### src/rtl/ex_operand_stage.sv
// ID/EX pipeline register and ALU operand front end: decodes control, forwards from
// EX/MEM and MEM/WB, and flags load-use hazards against the instruction in decode.
module ex_operand_stage #(
    parameter int unsigned DW = 16,
    parameter int unsigned RW = 3
) (
    input  logic          i_clk,
    input  logic          i_rst,
    input  logic          i_stall,
    input  logic          i_flush,
    input  logic          i_id_valid,
    input  logic [3:0]    i_id_opcode,
    input  logic [2:0]    i_id_funct,
    input  logic [RW-1:0] i_id_rs,
    input  logic [RW-1:0] i_id_rt,
    input  logic [RW-1:0] i_id_rd,
    input  logic [DW-1:0] i_id_rs_data,
    input  logic [DW-1:0] i_id_rt_data,
    input  logic [5:0]    i_id_imm,
    input  logic          i_exmem_regwrite,
    input  logic [RW-1:0] i_exmem_rd,
    input  logic [DW-1:0] i_exmem_result,
    input  logic          i_memwb_regwrite,
    input  logic [RW-1:0] i_memwb_rd,
    input  logic [DW-1:0] i_memwb_result,
    output logic [DW-1:0] o_alu_a,
    output logic [DW-1:0] o_alu_b,
    output logic [3:0]    o_alu_ctrl,
    output logic          o_ex_valid,
    output logic [RW-1:0] o_ex_rd,
    output logic          o_ex_regwrite,
    output logic          o_ex_memread,
    output logic          o_ex_memwrite,
    output logic [DW-1:0] o_ex_store_data,
    output logic          o_ex_branch,
    output logic          o_load_use_stall
);

    localparam logic [3:0] OpRtype = 4'b0000;
    localparam logic [3:0] OpAddi  = 4'b0001;
    localparam logic [3:0] OpAndi  = 4'b0010;
    localparam logic [3:0] OpOri   = 4'b0011;
    localparam logic [3:0] OpXori  = 4'b0100;
    localparam logic [3:0] OpSlti  = 4'b0101;
    localparam logic [3:0] OpLw    = 4'b0110;
    localparam logic [3:0] OpSw    = 4'b0111;
    localparam logic [3:0] OpBeq   = 4'b1000;

    // Decode-side signals
    logic          w_dec_valid;
    logic [3:0]    w_dec_ctrl;
    logic [RW-1:0] w_dec_rd;
    logic          w_dec_regwrite;
    logic          w_dec_memread;
    logic          w_dec_memwrite;
    logic          w_dec_branch;
    logic          w_dec_use_imm;
    logic          w_dec_imm_sext;
    logic [DW-1:0] w_dec_imm;
    logic          w_cap_valid;
    logic          w_id_uses_rt;

    // ID/EX register
    logic          r_valid;
    logic [3:0]    r_alu_ctrl;
    logic [RW-1:0] r_rd;
    logic          r_regwrite;
    logic          r_memread;
    logic          r_memwrite;
    logic          r_branch;
    logic          r_use_imm;
    logic [DW-1:0] r_imm;
    logic [RW-1:0] r_rs;
    logic [RW-1:0] r_rt;
    logic [DW-1:0] r_rs_data;
    logic [DW-1:0] r_rt_data;

    logic [DW-1:0] w_fwd_rs;
    logic [DW-1:0] w_fwd_rt;

    always_comb begin
        w_dec_valid    = 1'b1;
        w_dec_ctrl     = 4'b0000;
        w_dec_rd       = i_id_rt;
        w_dec_regwrite = 1'b1;
        w_dec_memread  = 1'b0;
        w_dec_memwrite = 1'b0;
        w_dec_branch   = 1'b0;
        w_dec_use_imm  = 1'b1;
        w_dec_imm_sext = 1'b1;
        case (i_id_opcode)
            OpRtype: begin
                w_dec_ctrl    = (i_id_funct == 3'b111) ? 4'b0000 : {1'b0, i_id_funct};
                w_dec_rd      = i_id_rd;
                w_dec_use_imm = 1'b0;
            end
            OpAddi: w_dec_ctrl = 4'b0000;
            OpAndi: begin
                w_dec_ctrl     = 4'b0010;
                w_dec_imm_sext = 1'b0;
            end
            OpOri: begin
                w_dec_ctrl     = 4'b0011;
                w_dec_imm_sext = 1'b0;
            end
            OpXori: begin
                w_dec_ctrl     = 4'b0100;
                w_dec_imm_sext = 1'b0;
            end
            OpSlti: w_dec_ctrl = 4'b0110;
            OpLw:   w_dec_memread = 1'b1;
            OpSw: begin
                w_dec_memwrite = 1'b1;
                w_dec_regwrite = 1'b0;
            end
            OpBeq: begin
                w_dec_ctrl     = 4'b0001;
                w_dec_branch   = 1'b1;
                w_dec_regwrite = 1'b0;
                w_dec_use_imm  = 1'b0;
            end
            default: w_dec_valid = 1'b0;
        endcase
        // r0 is hardwired zero, so a write to it is dropped at capture
        if (w_dec_rd == '0) begin
            w_dec_regwrite = 1'b0;
        end
    end

    assign w_dec_imm = w_dec_imm_sext ? {{(DW-6){i_id_imm[5]}}, i_id_imm}
                                      : {{(DW-6){1'b0}}, i_id_imm};
    assign w_cap_valid = i_id_valid & w_dec_valid;

    always_ff @(posedge i_clk) begin
        if (i_rst || i_flush || (!i_stall && !w_cap_valid)) begin
            r_valid    <= 1'b0;
            r_alu_ctrl <= 4'b0000;
            r_rd       <= '0;
            r_regwrite <= 1'b0;
            r_memread  <= 1'b0;
            r_memwrite <= 1'b0;
            r_branch   <= 1'b0;
            r_use_imm  <= 1'b0;
            r_imm      <= '0;
            r_rs       <= '0;
            r_rt       <= '0;
            r_rs_data  <= '0;
            r_rt_data  <= '0;
        end else if (!i_stall) begin
            r_valid    <= 1'b1;
            r_alu_ctrl <= w_dec_ctrl;
            r_rd       <= w_dec_rd;
            r_regwrite <= w_dec_regwrite;
            r_memread  <= w_dec_memread;
            r_memwrite <= w_dec_memwrite;
            r_branch   <= w_dec_branch;
            r_use_imm  <= w_dec_use_imm;
            r_imm      <= w_dec_imm;
            r_rs       <= i_id_rs;
            r_rt       <= i_id_rt;
            r_rs_data  <= i_id_rs_data;
            r_rt_data  <= i_id_rt_data;
        end
    end

    // Youngest producer wins; r0 never forwards and always reads zero
    function automatic logic [DW-1:0] fwd_sel(
        input logic [RW-1:0] src,
        input logic [DW-1:0] rf_val,
        input logic          ex_we,
        input logic [RW-1:0] ex_rd,
        input logic [DW-1:0] ex_val,
        input logic          wb_we,
        input logic [RW-1:0] wb_rd,
        input logic [DW-1:0] wb_val
    );
        logic [DW-1:0] v;
        if (src == '0) begin
            v = '0;
        end else if (ex_we && (ex_rd != '0) && (ex_rd == src)) begin
            v = ex_val;
        end else if (wb_we && (wb_rd != '0) && (wb_rd == src)) begin
            v = wb_val;
        end else begin
            v = rf_val;
        end
        return v;
    endfunction

    always_comb begin
        w_fwd_rs = fwd_sel(r_rs, r_rs_data, i_exmem_regwrite, i_exmem_rd, i_exmem_result,
                           i_memwb_regwrite, i_memwb_rd, i_memwb_result);
        w_fwd_rt = fwd_sel(r_rt, r_rt_data, i_exmem_regwrite, i_exmem_rd, i_exmem_result,
                           i_memwb_regwrite, i_memwb_rd, i_memwb_result);
    end

    assign w_id_uses_rt = (i_id_opcode == OpRtype) || (i_id_opcode == OpSw) ||
                          (i_id_opcode == OpBeq);

    assign o_load_use_stall = r_valid && r_memread && (r_rd != '0) && i_id_valid &&
                              ((r_rd == i_id_rs) || (w_id_uses_rt && (r_rd == i_id_rt)));

    assign o_alu_a         = w_fwd_rs;
    assign o_alu_b         = r_use_imm ? r_imm : w_fwd_rt;
    assign o_alu_ctrl      = r_alu_ctrl;
    assign o_ex_valid      = r_valid;
    assign o_ex_rd         = r_rd;
    assign o_ex_regwrite   = r_regwrite;
    assign o_ex_memread    = r_memread;
    assign o_ex_memwrite   = r_memwrite;
    assign o_ex_store_data = w_fwd_rt;
    assign o_ex_branch     = r_branch;

endmodule
### config.mk
export PLATFORM = sky130hd
export DESIGN_NAME = ex_operand_stage
export DESIGN_NICKNAME = d
export VERILOG_FILES = /design/src/rtl/ex_operand_stage.sv
export SDC_FILE = /design/constraint.sdc
export NUM_CORES = 1
export LEC_CHECK = 0
export BUFFER_PORTS_ARGS = -buffer_cell sky130_fd_sc_hd__buf_2
export CAP_MARGIN = 30
export CORE_ASPECT_RATIO = 1.2
export CORE_MARGIN = 1.5
export CORE_UTILIZATION = 48
export CTS_CLUSTER_SIZE = 24
export DETAILED_ROUTE_END_ITERATION = 10
export PLACE_DENSITY = 0.81
export SLEW_MARGIN = 20
export SYNTH_ARGS = -nofsm -noshare
export SYNTH_HDL_FRONTEND = slang
export SYNTH_SLANG_ARGS = --single-unit
### constraint.sdc
create_clock -name i_clk -period 2.3 [get_ports i_clk]
set_input_delay 0.46 -clock i_clk [delete_from_list [all_inputs] [get_ports i_clk]]
set_output_delay 0.46 -clock i_clk [all_outputs]
set_load 0.02 [all_outputs]
==> results of run 1 <==
-- timing repair --
action | 4_1_cts | 5_1_grt
pin swaps | 18 | 34
endpoints found under the hold margin | 0 | 0
buffers inserted | 3 | 4
endpoints found under the setup margin | 49 | 49
resized for setup | 47 | 87
gates cloned | 1 | 1
-- power by group through the flow --
stage / clock (mW) / combinational, mW / sequential, mW
after detailed placement: 0 / 0.390 / 1.05
final: 0.868 / 0.457 / 1.03
after global placement: 0 / 0.383 / 1.05
after floorplan: 0 / 0.211 / 1.05
after global routing: 0.936 / 0.484 / 1.04
after CTS: 0.875 / 0.409 / 1.03
-- flip-flops by register name, summed over array words and instances, names as in the netlist --
| signal | flops |
|---|---|
| o_alu_ctrl | 3 |
| o_ex_branch | 1 |
| o_ex_memread | 1 |
| o_ex_memwrite | 1 |
| o_ex_rd | 3 |
| o_ex_regwrite | 1 |
| o_ex_valid | 1 |
| r_imm | 7 |
| r_rs | 3 |
| r_rs_data | 16 |
| r_rt | 3 |
| r_rt_data | 16 |
| r_use_imm | 1 |
-- synth_stat cells, types with 2 or more instances --
cell type and n:
sky130_fd_sc_hd__inv_1 3, sky130_fd_sc_hd__xor2_1 4, sky130_fd_sc_hd__a211oi_1 22, sky130_fd_sc_hd__nor3_1 8, sky130_fd_sc_hd__nor2_1 95, sky130_fd_sc_hd__nor4_1 2, sky130_fd_sc_hd__nor3b_1 6, sky130_fd_sc_hd__nand2_1 16
sky130_fd_sc_hd__nand4_1 2, sky130_fd_sc_hd__mux2i_1 77, sky130_fd_sc_hd__o21ai_0 12, sky130_fd_sc_hd__a22oi_1 7, sky130_fd_sc_hd__buf_2 6, sky130_fd_sc_hd__a21oi_1 14, sky130_fd_sc_hd__a211oi_2 10, sky130_fd_sc_hd__nand3_1 13
sky130_fd_sc_hd__xnor2_1 10, sky130_fd_sc_hd__buf_1 2, sky130_fd_sc_hd__a32oi_1 2, sky130_fd_sc_hd__a31oi_1 3, sky130_fd_sc_hd__clkbuf_1 23, sky130_fd_sc_hd__dfxtp_1 57, sky130_fd_sc_hd__o211ai_1 11
-- layout make-up --
cell class	count	area share
Clock buffer	11	0.0244
Clock inverter	4	0.00836
Inverter	3	0.00209
Multi-Input combinational cell	331	0.494
Sequential cell	57	0.214
Tap cell	90	0.0209
Timing Repair Buffer	192	0.236
-- cell families (layout without fill, tap and decap cells) --
group	after synthesis	count (layout)	share of synthesized area
and+or+nand+nor	148	148	0.182
other	1	1	0.00106
buffers and inverters	37	210	0.0494
muxes	77	77	0.219
DFF	57	57	0.324
AOI/OAI and AO/OA	91	91	0.190
xor gates and xnor gates	14	14	0.0348
-- per-layer routing --
metal	vias to the layer above	global-route usage	share of wire
met1	1979	0.348	0.38
met2	244	0.481	0.51
li1	1876	-	-
met4	0	0.119	0.039
met5	-	0	0
met3	51	0.0670	0.073
-- worst max-delay path by stage --
| stage | from | slack, ps | end |
|---|---|---|---|
| floorplan | i_memwb_rd[2] | -70 | o_ex_store_data[0] |
| global placement | i_memwb_rd[1] | 0.8 | o_alu_b[11] |
| detailed placement | i_id_opcode[0] | -60 | o_load_use_stall |
| CTS | r_rs[1]$_SDFFE_PP0N_ | -180 | o_alu_a[13] |
| global route | r_rt[0]$_SDFFE_PP0N_ | -340 | o_alu_b[15] |
| finish | r_rs[1]$_SDFFE_PP0N_ | -270 | o_alu_a[15] |
-- metrics by stage --
step                hold WS [ps]  power [mW]  worst slack [ps]  std cells
floorplan                    441        1.26             -69.8        425
global placement             459        1.43             0.776        665
detailed placement           458        1.44             -59.2        665
CTS                          290        2.32              -175        684
global route                 283        2.46              -336        688
finish                       303        2.36              -266        688
==> qor_table.md, run 1 <==
| Item | This run |
|---|---|
| Number of buffers on the longest clock path | 2 |
| Kind of path behind the tightest hold check | in2reg |
| Largest net degree at the start of global routing | 50 |
| Vias | 4150 |
| Vias in the first global route | 3688 |
| Failing checks | negative setup slack |
| Area share of the largest cell type after synthesis | 0.324 |
| Critical-path maximum fanout | 8 |
| Launch instance of the worst register-to-register path | r_rs[2]$_SDFFE_PP0N_ |
| Hold Startpoint | i_rst |
| Post-CTS Hold Fix Bufs | 0 |
| Critical path class | reg2out |
| Num Clock Sinks | 57 |
| Total internal power | 1.70 mW |
| Buffers & Inverters on Critical Path | 2 |
| Part of the total power dissipated in the clock network | 0.368 |
| Switching power share of the total | 0.280 |
| Fraction of layout instances using a drive strength above 1 | 0.473 |
| Placed Instance Area | 4600 sq um |
| Worst-Skew Late Latency | 330 ps |
| Max-slew violation total from the final report | 0 |
| Pwr per Cell Area | 438 nW/um^2 |
| Worst-path cell chain | o21bai_4 > o21a_1 > nor3_4 > buf_6 > mux2i_1 > a211oi_1 > buf_2 |
| FF+latch count, synth | 57 |
| Cell Rows | 34 |
| Unrepaired setup endpoints after global routing | yes |
| Reg-to-reg slack, setup | 1370 ps |
| Total routing usage reported by global routing | 0.288 |
| Post-Synthesis Cell Area | 3520 sq um |
| Area used by multi-input combinational logic | 2660 sq um |
| Worst setup EP type | primary output |
| Worst slew margin relative to its limit | 0.551 |
| Lkg Pwr | 2.21 nW |
| Routed via count divided by cell count | 6.03 |
| Overall overflow remaining after global route | 0 |
| Largest voltage drop on the vdd net | 0.000428 V |
| CTS tree | yes |
| Family with the most delay on the worst path | compound AO/OA/AOI/OAI gates |
| Worst clock skew | 0 ps |
| Slew at the pin with the worst max-slew slack | 674 ps |
| Highest achievable clock rate | 390 MHz |
| Number of H-tree branching levels | 3 |
| Sequential power share | 0.439 |
| Endpoints failing hold | 0 |
| Least setup slack across all paths after layout | -266 ps |
| Number of top-level pins | 160 |
| Most frequent standard cell in the layout excluding fill and tap cells | sky130_fd_sc_hd__buf_2 |
| Final non-filler cell area | 5390 sq um |
| Final setup violating endpoints | 48 |
| Max-cap violation count | 0 |
| Dominant cell type by area after synthesis | sky130_fd_sc_hd__dfxtp_1 |
| Crit path max-delay cell type | sky130_fd_sc_hd__dfxtp_2 |
| Fill cell count | 490 |
| Number of port buffers | 158 |
| Die extent in y | 96.9 um |
| Distinct cell type count after synthesis | 43 |
| Hold EP | o_alu_ctrl[0]$_SDFFE_PP0N_ |
| Reg-to-Reg End | r_rs[2]$_SDFFE_PP0N_ |
| Average instance area after synthesis | 8.29 sq um |
| Routed Wire Length | 12900 um |
| Synth Flop Type | sky130_fd_sc_hd__dfxtp_1 |
| Die footprint | 7870 sq um |
| First-iteration detailed-routing DRC count | 236 |
| Total net switching power | 660 uW |
| Cts bufs inserted | 9 |
| Ranking of synthesized cells by area | sky130_fd_sc_hd__dfxtp_1 (32%), sky130_fd_sc_hd__mux2i_1 (22%), sky130_fd_sc_hd__nor2_1 (10%) |
| CORE AREA | 7190 sq um |
| Fraction of the cycle the final worst path needs | 1.12 |
| Final critical delay including setup and external delays | 2570 ps |
| RD Place Congestion | 0.958 |
| Count of cell instances traversed by the critical path | 7 |
| Share of power burned in combinational logic | 0.194 |
| Post-Route Setup TNS | -8270 ps |
| Worst Reg2Reg Path Length in Cells | 4 |
| Final core area utilization | 0.750 |
| Detail Route Antenna Nets | 0 |
| Synth async-reset ratio | 0 |
| Net count, final | 693 |
| Number of cells on the worst hold path | 2 |
| CP max stage delay | 320 ps |
| Share of the yosys chip area belonging to registers | 0.324 |
| Worst Setup Start Kind | flop |
| Cell at the root of the clock tree | sky130_fd_sc_hd__clkbuf_8 |
| Worst endpoint data arrival time | 2110 ps |
| Number of flops mapped to enable cells by yosys | 0 |
| Die outline width | 81.2 um |
| Top library cells by usage in the layout, fill and taps aside | sky130_fd_sc_hd__buf_2 (113), sky130_fd_sc_hd__nor2_1 (94), sky130_fd_sc_hd__buf_4 (64), sky130_fd_sc_hd__mux2i_1 (53), sky130_fd_sc_hd__dfxtp_1 (51) |
| CTS clock-pin slew for the worst setup and hold paths | 60 ps |
| Required time at the worst-slack endpoint | 1840 ps |
| DRC | 0 |
| Layout overhead on the synthesized area | 52.9% |
| Initial standard-cell utilization of the core | 0.490 |
| Router iterations before antenna repair | 4 |
| Estimated wirelength of the detail-placed design | 8340 um |
| Net count after synthesis | 524 |
| Yosys synthesis warning count | 0 |
| First-pass GRT wire length | 17600 um |
| Register area | 1150 sq um |
| Initial antenna violation count | 0 |
| Ant. Diodes | 0 |
| Status | finished with violations |
| Drt wl/cell | 18.7 um |
| Synth Instances | 425 |
Power figures use the tool's default switching activity.
==> run 2, diff against run 1 <==
--- a/config.mk
+++ b/config.mk
@@ -5,6 +5,7 @@
 export SDC_FILE = /design/constraint.sdc
 export NUM_CORES = 1
 export LEC_CHECK = 0
+export ABC_CLOCK_PERIOD_IN_PS = 2300
 export BUFFER_PORTS_ARGS = -buffer_cell sky130_fd_sc_hd__buf_2
 export CAP_MARGIN = 30
 export CORE_ASPECT_RATIO = 1.2
@@ -13,6 +14,7 @@
 export CTS_CLUSTER_SIZE = 24
 export DETAILED_ROUTE_END_ITERATION = 10
 export PLACE_DENSITY = 0.81
+export SETUP_SLACK_MARGIN = 0.4
 export SLEW_MARGIN = 20
 export SYNTH_ARGS = -nofsm -noshare
 export SYNTH_HDL_FRONTEND = slang
==> run 2 against run 1 <==
  * The run still ends with negative setup slack left
  * Critical path depth increased by 1
  * Sequential power about the same
  * Routed wire length increased by 2.3%
  * Total power increased by 12%
  * Clock power increased by 27%
  * Sequential share of layout area decreased by 2.1 points
  * Global-route usage increased by 0.23 points
  * Non-clock buffer count increased by 13
  * Critical endpoint is now o_alu_b[14]
==> qor_table.md, run 2 (synthesized netlist as in run 1, its figures left out) <==
| Item | This run | vs previous |
|---|---|---|
| Worst hold margin | 300 ps | -2.65 ps |
| Worst Setup Start Kind | flop |  |
| Registers with the most flip-flops | r_rs_data (16), r_rt_data (16), r_imm (7) |  |
| Hold Startpoint | i_rst |  |
| Cell Rows | 34 | unchanged |
| Layout overhead on the synthesized area | 70.9% |  |
| Fill cell count | 388 | -21% |
| Reg-to-Reg End | r_rt[1]$_SDFFE_PP0N_ |  |
| Vias | 4161 | +0.27% |
| Kind of path behind the tightest hold check | in2reg |  |
| Final critical delay including setup and external delays | 2520 ps | -47.6 ps |
| Power consumption | 2.64 mW | +12% |
| Die extent in y | 96.9 um | unchanged |
| Worst clock skew | 0 ps | unchanged |
| Overall overflow remaining after global route | 0 | unchanged |
| RD Place Congestion | 1.00 | +4.5% |
| Cts bufs inserted | 9 | unchanged |
| Top library cells by usage in the layout, fill and taps aside | sky130_fd_sc_hd__buf_2 (121), sky130_fd_sc_hd__nor2_1 (83), sky130_fd_sc_hd__dfxtp_1 (51), sky130_fd_sc_hd__mux2i_1 (50), sky130_fd_sc_hd__buf_4 (48) |  |
| Post-Route Setup TNS | -7000 ps | +1270 ps |
| Number of cells on the worst hold path | 2 | unchanged |
| Largest net degree at the start of global routing | 68 | +36% |
| Worst endpoint data arrival time | 2060 ps | -50 ps |
| Total routing usage reported by global routing | 0.291 | +0.00229 |
| CP max stage delay | 390 ps | +70 ps |
| Routed via count divided by cell count | 5.94 | -1.6% |
| Ant. Diodes | 0 | unchanged |
| Crit path max-delay cell type | sky130_fd_sc_hd__dfxtp_4 |  |
| Die outline width | 81.2 um | unchanged |
| Launch instance of the worst register-to-register path | r_rt[1]$_SDFFE_PP0N_ |  |
| Pwr per Cell Area | 439 nW/um^2 | +0.18% |
| Post-place setup slack | -51.7 ps | +7.48 ps |
| CTS clock-pin slew for the worst setup and hold paths | 60 ps | about the same |
| Highest achievable clock rate | 397 MHz | +1.9% |
| Final setup violating endpoints | 48 | unchanged |
| Register area | 1160 sq um | +0.87% |
| Num Clock Sinks | 57 | unchanged |
| Router iterations before antenna repair | 5 | +1 |
| Fraction of the cycle the final worst path needs | 1.09 | -0.0207 |
| Max-cap violation count | 0 | unchanged |
| Number of top-level pins | 160 | unchanged |
| Lkg Pwr | 2.41 nW | +9.1% |
| CORE AREA | 7190 sq um | unchanged |
| Estimated wirelength of the detail-placed design | 8150 um | -2.3% |
| CTS tree | yes |  |
| Worst-path cell chain | nor2_2 > o21ai_2 > a21oi_4 > buf_12 > buf_12 > mux2i_4 > o211ai_1 > buf_2 |  |
| Number of port buffers | 158 | unchanged |
| Largest voltage drop on the vdd net | 0.000406 V | -5.0% |
| Vias in the first global route | 3686 | -0.054% |
| Max-slew violation total from the final report | 0 | unchanged |
| Met2 layer wire length in the routed design | 6460 um | -1.2% |
| First-iteration detailed-routing DRC count | 294 | +25% |
| Initial antenna violation count | 1 | +1 |
| Worst Reg2Reg Path Length in Cells | 3 | -1 |
| Number of H-tree branching levels | 3 | unchanged |
| Detail Route Antenna Nets | 0 | unchanged |
| Final core area utilization | 0.837 | +0.0879 |
| DRC | 0 | unchanged |
| Worst-Skew Late Latency | 320 ps | about the same |
| Critical path class | reg2out |  |
| Net count, final | 706 | +1.9% |
| Reg-to-reg slack, setup | 1460 ps | +90 ps |
| Drt wl/cell | 18.8 um | +0.39% |
| Top layer used by detailed routing | met5 |  |
| Most frequent standard cell in the layout excluding fill and tap cells | sky130_fd_sc_hd__buf_2 |  |
| Unrepaired setup endpoints after global routing | yes |  |
| Cell at the root of the clock tree | sky130_fd_sc_hd__clkbuf_8 |  |
| Initial standard-cell utilization of the core | 0.490 | unchanged |
| Sum of routed wire segments on met1 | 4960 um | +1.3% |
| Endpoints failing hold | 0 | unchanged |
| Worst setup EP type | primary output |  |
| Failing checks | negative setup slack |  |
| Number of buffers on the longest clock path | 2 | unchanged |
| Most used cell along the critical path | sky130_fd_sc_hd__buf_12 |  |
| Status | finished with violations |  |
| Hold EP | o_alu_ctrl[0]$_SDFFE_PP0N_ |  |
| Met3 wire len | 1200 um | +27% |
| Least setup slack across all paths after layout | -218 ps | +47.6 ps |
| First-pass GRT wire length | 17800 um | +1.1% |
| Critical-path maximum fanout | 8 | unchanged |
| Routed Wire Length | 13200 um | +2.3% |
| Die footprint | 7870 sq um | unchanged |
| Area used by multi-input combinational logic | 2940 sq um | +10% |
| Fraction of layout instances using a drive strength above 1 | 0.537 | +0.0636 |
| Required time at the worst-slack endpoint | 1840 ps | about the same |
==> run 2: cell count changes in the layout (fill, tap and decap cells not counted), moves of 7 or more <==
cell	change
sky130_fd_sc_hd__buf_2	+8
sky130_fd_sc_hd__a211oi_2	-10
sky130_fd_sc_hd__buf_4	-16
sky130_fd_sc_hd__buf_6	+8
sky130_fd_sc_hd__nor2_2	+10
sky130_fd_sc_hd__a211oi_4	+12
sky130_fd_sc_hd__nor2_1	-11
sky130_fd_sc_hd__buf_12	+7
==> run 2: how the worst max path moves through the flow <==
stage / startpoint / endpoint / slack (ps) / cells past startpoint
2_1_floorplan: i_id_opcode[0] / o_load_use_stall / 130 / 5
3_3_place_gp: i_exmem_rd[1] / o_alu_b[12] / -10 / 7
3_5_place_dp: i_memwb_rd[2] / o_alu_a[7] / -50 / 8
4_1_cts: r_rt[1]$_SDFFE_PP0N_ / o_alu_b[0] / -220 / 8
5_1_grt: r_rt[0]$_SDFFE_PP0N_ / o_alu_b[1] / -280 / 8
6_report: r_rt[0]$_SDFFE_PP0N_ / o_alu_b[14] / -220 / 8
==> run 2: repair_timing <==
action,4_1_cts,5_1_grt
pin swaps,5,20
hold buffers,0,0
gates cloned,1,5
resized for setup,34,76
endpoints found under the setup margin,49,60
buffers inserted,8,8
==> run 2: power breakdown <==
group,internal (mW),switching [mW],total [mW]
clock,0.694,0.401,1.10
combinational,0.233,0.280,0.514
sequential,1.01,0.0259,1.03
==> run 2: metal layers <==
layer / vias up / GRT usage
li1: 1889 / -
met1: 1917 / 0.361
met2: 284 / 0.483
met3: 69 / 0.0660
met4: 2 / 0.106
met5: - / 0
==> run 2: layout make-up <==
type                       instances  share of cell area
clock buffer                      13              0.0281
clock inverter                     2             0.00998
inverter                           3             0.00187
multi-input combinational        331               0.488
sequential                        57               0.193
tap                               90              0.0187
timing repair buffer             205               0.260
==> run 2: per-stage QoR <==
step	instance area [sq um]	instances
6_report	6020	701
5_1_grt	6020	701
4_1_cts	5530	687
3_5_place_dp	5070	663
3_3_place_gp	5070	663
2_1_floorplan	4070	425
==> run 2: worst max-delay path, delay by kind of cell (launching register included) <==
family	cells	cell delay, ps
flip-flops	1	390
buffers and inverters	3	500
multiplexers	1	260
AND/OR/NAND/NOR	1	130
AO/OA/AOI/OAI	3	440
